### src/rtl/sd_pkg.sv
// Shared SD host constants: CRC widths, CRC polynomials and command frame sizes.
package sd_pkg;

  localparam int CMD_CRCW = 7;
  localparam int DAT_CRCW = 16;

  localparam logic [CMD_CRCW-1:0] CRC7_POLY  = 7'h09;
  localparam logic [DAT_CRCW-1:0] CRC16_POLY = 16'h1021;

  localparam int CMD_FRAME_W   = 48;
  localparam int CMD_PAYLOAD_W = 40;

endpackage

### src/rtl/sd_crc_if.sv
// CMD/DAT CRC bus between the SD command/data state machines and sd_crc.
interface sd_crc_if
  import sd_pkg::*;
#(
  parameter int CMD_CRCW  = sd_pkg::CMD_CRCW,
  parameter int DAT_CRCW  = sd_pkg::DAT_CRCW,
  parameter int DAT_LANES = 4
);
  logic                          cmd_clr;
  logic                          cmd_en;
  logic                          cmd_data;
  logic [CMD_CRCW-1:0]           cmd_crc;
  logic                          cmd_ok;
  logic                          dat_clr;
  logic                          dat_en;
  logic [DAT_LANES-1:0]          dat_data;
  logic [DAT_LANES*DAT_CRCW-1:0] dat_crc;
  logic [DAT_LANES-1:0]          dat_ok;

  modport master (
    output cmd_clr, cmd_en, cmd_data, dat_clr, dat_en, dat_data,
    input  cmd_crc, cmd_ok, dat_crc, dat_ok
  );

  modport slave (
    input  cmd_clr, cmd_en, cmd_data, dat_clr, dat_en, dat_data,
    output cmd_crc, cmd_ok, dat_crc, dat_ok
  );
endinterface

### src/rtl/sd_crc_lfsr.sv
// Generic MSB-first serial CRC accumulator: init 0, no reflection, no final XOR.
module sd_crc_lfsr #(
  parameter int               WIDTH = 7,
  parameter logic [WIDTH-1:0] POLY  = 7'h09
) (
  input  logic             clk,
  input  logic             rst,
  input  logic             clr,
  input  logic             en,
  input  logic             data,
  output logic [WIDTH-1:0] crc
);
  logic             fb;
  logic [WIDTH-1:0] crc_next;

  assign fb       = data ^ crc[WIDTH-1];
  assign crc_next = {crc[WIDTH-2:0], 1'b0} ^ (fb ? POLY : '0);

  // clr wins over en, so a bit offered in a clear cycle is dropped
  always_ff @(posedge clk or negedge rst) begin
    if (!rst)        crc <= '0;
    else if (clr)    crc <= '0;
    else if (en)     crc <= crc_next;
  end
endmodule

### src/rtl/sd_crc.sv
// SD CRC engine: one CRC7 on CMD plus one CRC16 per DAT lane.
// Define SD_CRC_WIDE_BUS_EN for all DAT lanes (4-bit bus); otherwise only lane 0 exists.
module sd_crc
  import sd_pkg::*;
#(
  parameter int                  CMD_CRCW  = sd_pkg::CMD_CRCW,
  parameter logic [CMD_CRCW-1:0] CMD_POLY  = sd_pkg::CRC7_POLY,
  parameter int                  DAT_CRCW  = sd_pkg::DAT_CRCW,
  parameter logic [DAT_CRCW-1:0] DAT_POLY  = sd_pkg::CRC16_POLY,
  parameter int                  DAT_LANES = 4
) (
  input logic     clk,
  input logic     rst,
  sd_crc_if.slave bus
);
  logic [CMD_CRCW-1:0]           cmd_crc_q;
  logic [DAT_LANES*DAT_CRCW-1:0] dat_crc_all;

  sd_crc_lfsr #(.WIDTH(CMD_CRCW), .POLY(CMD_POLY)) u_cmd (
    .clk  (clk),
    .rst  (rst),
    .clr  (bus.cmd_clr),
    .en   (bus.cmd_en),
    .data (bus.cmd_data),
    .crc  (cmd_crc_q)
  );

`ifdef SD_CRC_WIDE_BUS_EN
  for (genvar i = 0; i < DAT_LANES; i++) begin : g_lane
    sd_crc_lfsr #(.WIDTH(DAT_CRCW), .POLY(DAT_POLY)) u_dat (
      .clk  (clk),
      .rst  (rst),
      .clr  (bus.dat_clr),
      .en   (bus.dat_en),
      .data (bus.dat_data[i]),
      .crc  (dat_crc_all[i*DAT_CRCW +: DAT_CRCW])
    );
  end
`else
  sd_crc_lfsr #(.WIDTH(DAT_CRCW), .POLY(DAT_POLY)) u_dat0 (
    .clk  (clk),
    .rst  (rst),
    .clr  (bus.dat_clr),
    .en   (bus.dat_en),
    .data (bus.dat_data[0]),
    .crc  (dat_crc_all[DAT_CRCW-1:0])
  );

  // 1-bit bus mode: upper lanes read as a permanently clean, empty CRC
  if (DAT_LANES > 1) begin : g_narrow
    logic unused_dat_hi;
    assign unused_dat_hi = ^bus.dat_data[DAT_LANES-1:1];
    assign dat_crc_all[DAT_LANES*DAT_CRCW-1:DAT_CRCW] = '0;
  end
`endif

  assign bus.cmd_crc = cmd_crc_q;
  assign bus.cmd_ok  = (cmd_crc_q == '0);
  assign bus.dat_crc = dat_crc_all;

  always_comb begin
    bus.dat_ok = '0;
    for (int i = 0; i < DAT_LANES; i++)
      bus.dat_ok[i] = (dat_crc_all[i*DAT_CRCW +: DAT_CRCW] == '0);
  end
endmodule

### src/flat_wrapper.sv
// flat-port wrapper written by rule: the top's interface ports become plain ports
module sd_crc_flat import sd_pkg::*;
#(
  parameter int                  CMD_CRCW  = sd_pkg::CMD_CRCW,
  parameter logic [CMD_CRCW-1:0] CMD_POLY  = sd_pkg::CRC7_POLY,
  parameter int                  DAT_CRCW  = sd_pkg::DAT_CRCW,
  parameter logic [DAT_CRCW-1:0] DAT_POLY  = sd_pkg::CRC16_POLY,
  parameter int                  DAT_LANES = 4
)
  (clk, rst, bus_cmd_clr, bus_cmd_en, bus_cmd_data, bus_dat_clr, bus_dat_en, bus_dat_data, bus_cmd_crc, bus_cmd_ok, bus_dat_crc, bus_dat_ok);
  sd_crc_if #(.CMD_CRCW(CMD_CRCW), .DAT_CRCW(DAT_CRCW), .DAT_LANES(DAT_LANES)) bus_i ();
  input logic clk;
  input logic rst;
  input wire logic [$bits(bus_i.cmd_clr)-1:0] bus_cmd_clr;
  input wire logic [$bits(bus_i.cmd_en)-1:0] bus_cmd_en;
  input wire logic [$bits(bus_i.cmd_data)-1:0] bus_cmd_data;
  input wire logic [$bits(bus_i.dat_clr)-1:0] bus_dat_clr;
  input wire logic [$bits(bus_i.dat_en)-1:0] bus_dat_en;
  input wire logic [$bits(bus_i.dat_data)-1:0] bus_dat_data;
  output wire logic [$bits(bus_i.cmd_crc)-1:0] bus_cmd_crc;
  output wire logic [$bits(bus_i.cmd_ok)-1:0] bus_cmd_ok;
  output wire logic [$bits(bus_i.dat_crc)-1:0] bus_dat_crc;
  output wire logic [$bits(bus_i.dat_ok)-1:0] bus_dat_ok;
  assign bus_i.cmd_clr = bus_cmd_clr;
  assign bus_i.cmd_en = bus_cmd_en;
  assign bus_i.cmd_data = bus_cmd_data;
  assign bus_i.dat_clr = bus_dat_clr;
  assign bus_i.dat_en = bus_dat_en;
  assign bus_i.dat_data = bus_dat_data;
  assign bus_cmd_crc = bus_i.cmd_crc;
  assign bus_cmd_ok = bus_i.cmd_ok;
  assign bus_dat_crc = bus_i.dat_crc;
  assign bus_dat_ok = bus_i.dat_ok;
  sd_crc #(.CMD_CRCW(CMD_CRCW), .CMD_POLY(CMD_POLY), .DAT_CRCW(DAT_CRCW), .DAT_POLY(DAT_POLY), .DAT_LANES(DAT_LANES)) u_core (.clk(clk), .rst(rst), .bus(bus_i));
endmodule
### config.mk
export PLATFORM = sky130hd
export DESIGN_NAME = sd_crc_flat
export DESIGN_NICKNAME = d
export VERILOG_FILES = /design/src/rtl/sd_pkg.sv /design/src/rtl/sd_crc_if.sv /design/src/rtl/sd_crc_lfsr.sv /design/src/rtl/sd_crc.sv /design/src/flat_wrapper.sv
export SDC_FILE = /design/constraint.sdc
export NUM_CORES = 1
export LEC_CHECK = 0
export ABC_AREA = 1
export CAP_MARGIN = 20
export CORE_UTILIZATION = 35
export DETAILED_ROUTE_END_ITERATION = 8
export GPL_TIMING_DRIVEN = 0
export PLACE_DENSITY_LB_ADDON = 0.12
export SLEW_MARGIN = 40
export SYNTH_ARGS = -nofsm -noshare
export SYNTH_HDL_FRONTEND = slang
export SYNTH_HIERARCHICAL = 1
export SYNTH_SLANG_ARGS = --single-unit
### constraint.sdc
create_clock -name clk -period 1.15 [get_ports clk]
set_clock_uncertainty 0.2 [all_clocks]
set_input_delay 0.1725 -clock clk [delete_from_list [all_inputs] [get_ports clk]]
set_output_delay 0.1725 -clock clk [all_outputs]
set_load 0.02 [all_outputs]
### After elaboration in Yosys (flattened, before gate mapping)

Cells that the tools add are included.

| cells by class | value |
|---|---|
| muxes and demuxes | 6 |
| bitwise logic cells | 4 |
| reduce and logical (&&, ||, !) cells | 4 |

Operators by type and width:

| cell | count |
|---|---|
| 2-to-1 mux 16 bit | 2 |
| zero test 16 bit | 1 |
| XOR 16 x 13 -> 16 bit | 1 |
| 2-to-1 mux 7 bit | 2 |
| 2-to-1 mux 13 bit | 1 |
| zero test 7 bit | 1 |
| XOR 7 x 4 -> 7 bit | 1 |
| 2-to-1 mux 4 bit | 1 |
| nonzero test 2 bit | 2 |
| XOR 1 bit | 2 |

| storage, ports and cells | value |
|---|---|
| bits in registers | 23 |

### Depth between registers and ports, before layout

| logic depth | value |
|---|---|
| depth in word-level cells | 5 |
| mapped depth | 5 |

### Cells and area by module

Netlist, hierarchy kept.

Modules (own cells, without submodules):

| module | cells an instance | area an instance (µm²) | times used | seq. area each (µm²) |
|---|---|---|---|---|
| sd_crc_lfsr at u_core.u_dat0 | 69 | 719.4 | 1 | 400.4 |
| sd_crc | 86 | 528.0 | 1 | 0.0 |
| sd_crc_lfsr at u_core.u_cmd | 36 | 312.8 | 1 | 175.2 |

### Worst setup path after synthesis

Ideal clock, no wire load.

| path | value |
|---|---|
| path kind | reg-to-output |
| start point | register u_core.u_cmd.crc[1] |
| end point | output port bus_cmd_ok |
| data required time | 777 ps |
| path slack | -269 ps |
| buffers on the path | 0 |
| cell stages (with the launch flop) | 3 |
| arrival time | 1046 ps |
| path through | dfrtp_1 > or2_1 > nor3_2 |

| between the ends | value |
|---|---|
| cells in the longest elaborated chain, start to end | 1 |

RTL lines:

| element | line | source |
|---|---|---|
| start, declared | sd_crc_lfsr.sv:11 | `output logic [WIDTH-1:0] crc` |
| start signal, assigned | sd_crc_lfsr.sv:23 | `else if (en) crc <= crc_next;` |
| zero test 7 bit | sd_crc.sv:58 | `assign bus.cmd_ok = (cmd_crc_q == '0);` |
| end, declared | flat_wrapper.sv:21 | `output wire logic [$bits(bus_i.cmd_ok)-1:0] bus_cmd_ok;` |

Every way passes these cells.

### Worst setup path after layout

| path | value |
|---|---|
| start point | register u_core.u_cmd.crc[4] |
| end point | output port bus_cmd_ok |

Same word-level chain as after synthesis.

==> impl_metrics.py <==
metrics = {
    "run_status": {
        "status": "finished with violations",
        "violations": "negative setup slack",
    },
    "yosys": {
        "synth_area_sq_mm": 0.00156,
        "synth.distinct_cells": 19,
        "synth_area_per_cell_sq_um": 8.17,
        "ys_warn_count": 6,
        "synth-edff-count": 0,
        "synth-main-ff-cell": "dfrtp_1",
        "async_flop_share_pct": 100,
        "synth_cells": 191,
        "synth-seq-cells": 23,
        "synth_top_area_cell": "dfrtp_1",
        "yosysSeqAreaShare_pct": 36.9,
        "yosysTopAreaCellShare_pct": 36.9,
        "yosys-top-cells-area": "dfrtp_1 37%, buf_4 25%, inv_1 8.7%",
    },
    "cells_and_area": {
        "drive_above_1_share_pct": 50.8,
        "areaGrowthSynthToFinish_pct": 61.9,
        "fillers": 367,
        "n_antenna_cell": 0,
        "nets": 313,
    },
    "placement": {
        "dpl_worst_slack_ns": -0.664,
        "gp_congestion": 0.772,
        "dp_hpwl_um": 2330,
        "numPortBuffers": 32,
    },
    "grt": {
        "grtUsageMet2_pct": 23.2,
        "grt_remaining_overflow": 0,
        "grt.busiest_layer": "met2",
        "grt_util_met3_pct": 1.97,
        "grt_pass1_vias": 1100,
        "grt_pass1_wl_um": 4920,
        "grt_max_degree": 24,
        "grtUsageMet1_pct": 19.1,
        "antenna_found_initial": 0,
        "grtUsageTotal_pct": 14.1,
    },
    "route": {
        "drtIter0Drc": 39,
        "wl_per_cell_um": 9.71,
        "drc": 0,
        "vias": 1351,
        "dr.pass1.iters": 4,
        "drtAntennaViolNets": 0,
        "routed_wl_um": 3410,
        "vias_per_cell": 3.85,
    },
    "setup_path": {
        "r2r-end": "u_core/u_dat0/crc[5]",
        "end_kind": "primary output",
        "r2r_slack_ns": -0.04,
        "crit_path_start_kind": "register",
        "arrival_ns": 1.22,
        "reg2reg_depth": 6,
        "r2r-start": "u_core/u_dat0/crc[4]",
        "path_class": "reg2out",
        "cp_max_fo": 2,
        "cp.required_ns": 0.78,
    },
    "sta": {
        "setup_slack_ns": -0.443,
        "final_max_slew_viol_count": 0,
        "fin_crit_ns": 1.59,
        "fin_hold_ws_ns": 0.112,
        "setup_viol": 28,
        "max_slew_margin_pct": 65.8,
        "tightestPinTransition_ns": 0.513,
        "hold_viol": 0,
        "period_share_pct": 139,
        "fmax_mhz": 628,
        "rsz0062_at_grt": "true",
        "fin_tns_setup_ns": -3.08,
    },
    "hold_path": {
        "whs_endpoint": "u_core/u_dat0/crc[10]",
        "hp-start": "bus_dat_en",
        "min_delay_path_depth": 3,
        "min_path_type": "in2reg",
    },
    "floorplan": {
        "core.rowCount": 23,
        "die_area_sq_mm": 0.00473,
        "core-area_sq_mm": 0.00414,
        "fp.dieH_um": 68.8,
        "start_util_pct": 37.7,
        "chipWidth_um": 68.8,
        "ios": 87,
    },
    "power_and_ir_drop": {
        "cellPowerDensity_mw_per_mm2": 785,
        "leakage_uw": 0.00137,
        "peakVddDrop_mv": 0.532,
    },
    "clocking": {
        "clock_latency_ns": 0.26,
        "htree_num_levels": 1,
        "cts.clk_slew.worst_paths_ns": 0.08,
        "clock-root-buffer": "clkbuf_8",
        "cts_buffers": 3,
        "cts.sinks": 23,
        "cts_tree": "yes",
        "cts_max_path_buffers": 2,
    },
    "flow_run": {
        "cap_violations": 0,
    },
}
[synth_stat cells, types with 2 or more instances]
cell	count
buf_4	51
buf_6	2
conb_1	2
dfrtp_1	23
inv_1	36
inv_2	5
nand2_1	26
nand3_1	12
nor2_1	7
o21ai_0	3
o21ai_1	2
o22ai_1	5
o22ai_2	10
or2_1	2
[cells by family after synthesis]
family / count (synthesis) / synth area share [%]
other cells: 2 / 0.481
flops: 23 / 36.9
compound gates: 20 / 11.6
buf+inv: 94 / 35.8
simple gates: 52 / 15.2
[how the worst max path moves through the flow]
stage / from / to / slack (ns) / depth (start not counted)
after floorplan: u_core/u_cmd/crc[5] / bus_cmd_ok / -0.19 / 2
after global placement: u_core/u_dat0/crc[8] / bus_dat_ok[0] / -0.67 / 6
after detailed placement: u_core/u_dat0/crc[11] / bus_dat_ok[0] / -0.66 / 6
after CTS: u_core/u_dat0/crc[2] / bus_dat_ok[0] / -0.44 / 6
after global routing: u_core/u_dat0/crc[12] / bus_dat_ok[0] / -0.52 / 5
final: u_core/u_cmd/crc[4] / bus_cmd_ok / -0.44 / 3
[registers in the layout, indices dropped and copies added, names as in the netlist]
register and count:
u_core/u_dat0/crc 16, u_core/u_cmd/crc 7
[per-stage QoR]
step	instances	util (%)	total power, uW	instance area (sq um)
6_report	351	61.0	1980	2530
5_1_grt	351	61.0	2100	2530
4_1_cts	340	55.6	1940	2300
3_5_place_dp	322	51.8	1440	2150
3_3_place_gp	322	51.9	1440	2150
2_1_floorplan	240	-	1300	1770
[per-layer routing]
| layer | wire (um) | share of wire [%] |
|---|---|---|
| met5 | 0 | 0 |
| met4 | 21 | 0.62 |
| met3 | 270 | 7.9 |
| met2 | 1660 | 49 |
| met1 | 1460 | 43 |
[placed cells by master, fill, tap and decap left out]
cell type         n
buf_12            1
nor2_1            4
inv_2             6
inv_4             3
dfrtp_2           8
buf_2             4
conb_1           51
buf_4            60
inv_1            32
clkbuf_8          3
or2_1             1
o22ai_1           5
and2_1            1
dlygate4sd3_1     1
nor3_4            1
dlymetal6s2s_1    1
o21ai_1           4
nand2_1          18
buf_6            38
clkdlybuf4s50_1   5
nand3_2           4
clkbuf_1          1
o22ai_2          10
nor2_4            2
o21ai_0           1
nand3_1           8
nand2_2           7
nand2_4           2
nor2_2            3
or2_4             1
dfrtp_1          15
[critical path, cell delays in order, from the launching register on]
cell,delay [ns]
dfrtp_2,0.41
or2_4,0.26
nor3_4,0.16
buf_6,0.13
[power by group]
group	internal [uW]	total (uW)	switching (uW)
Combinational	285	641	357
Clock	247	492	246
Sequential	830	849	19.5
Total	1360	1980	622
[what timing repair did]
action | in CTS | in global routing
buffers inserted | 12 | 13
endpoints found under the hold margin | 23 | 0
gates resized for setup | 143 | 47
gates cloned | 1 | 0
pin swaps | 5 | 2
setup endpoints to repair | 39 | 41
hold buffers | 1 | 0
[area by class of cell]
type,count,area (sq um),area share [%]
inverters,41,161,6.39
plain buffers,53,414,16.4
multi-input cells,123,681,26.9
clock buffers,4,45.0,1.78
well taps,50,62.6,2.48
flip-flops and latches,23,586,23.2
repair buffers,57,577,22.8
(Power assumes the default switching activity.)
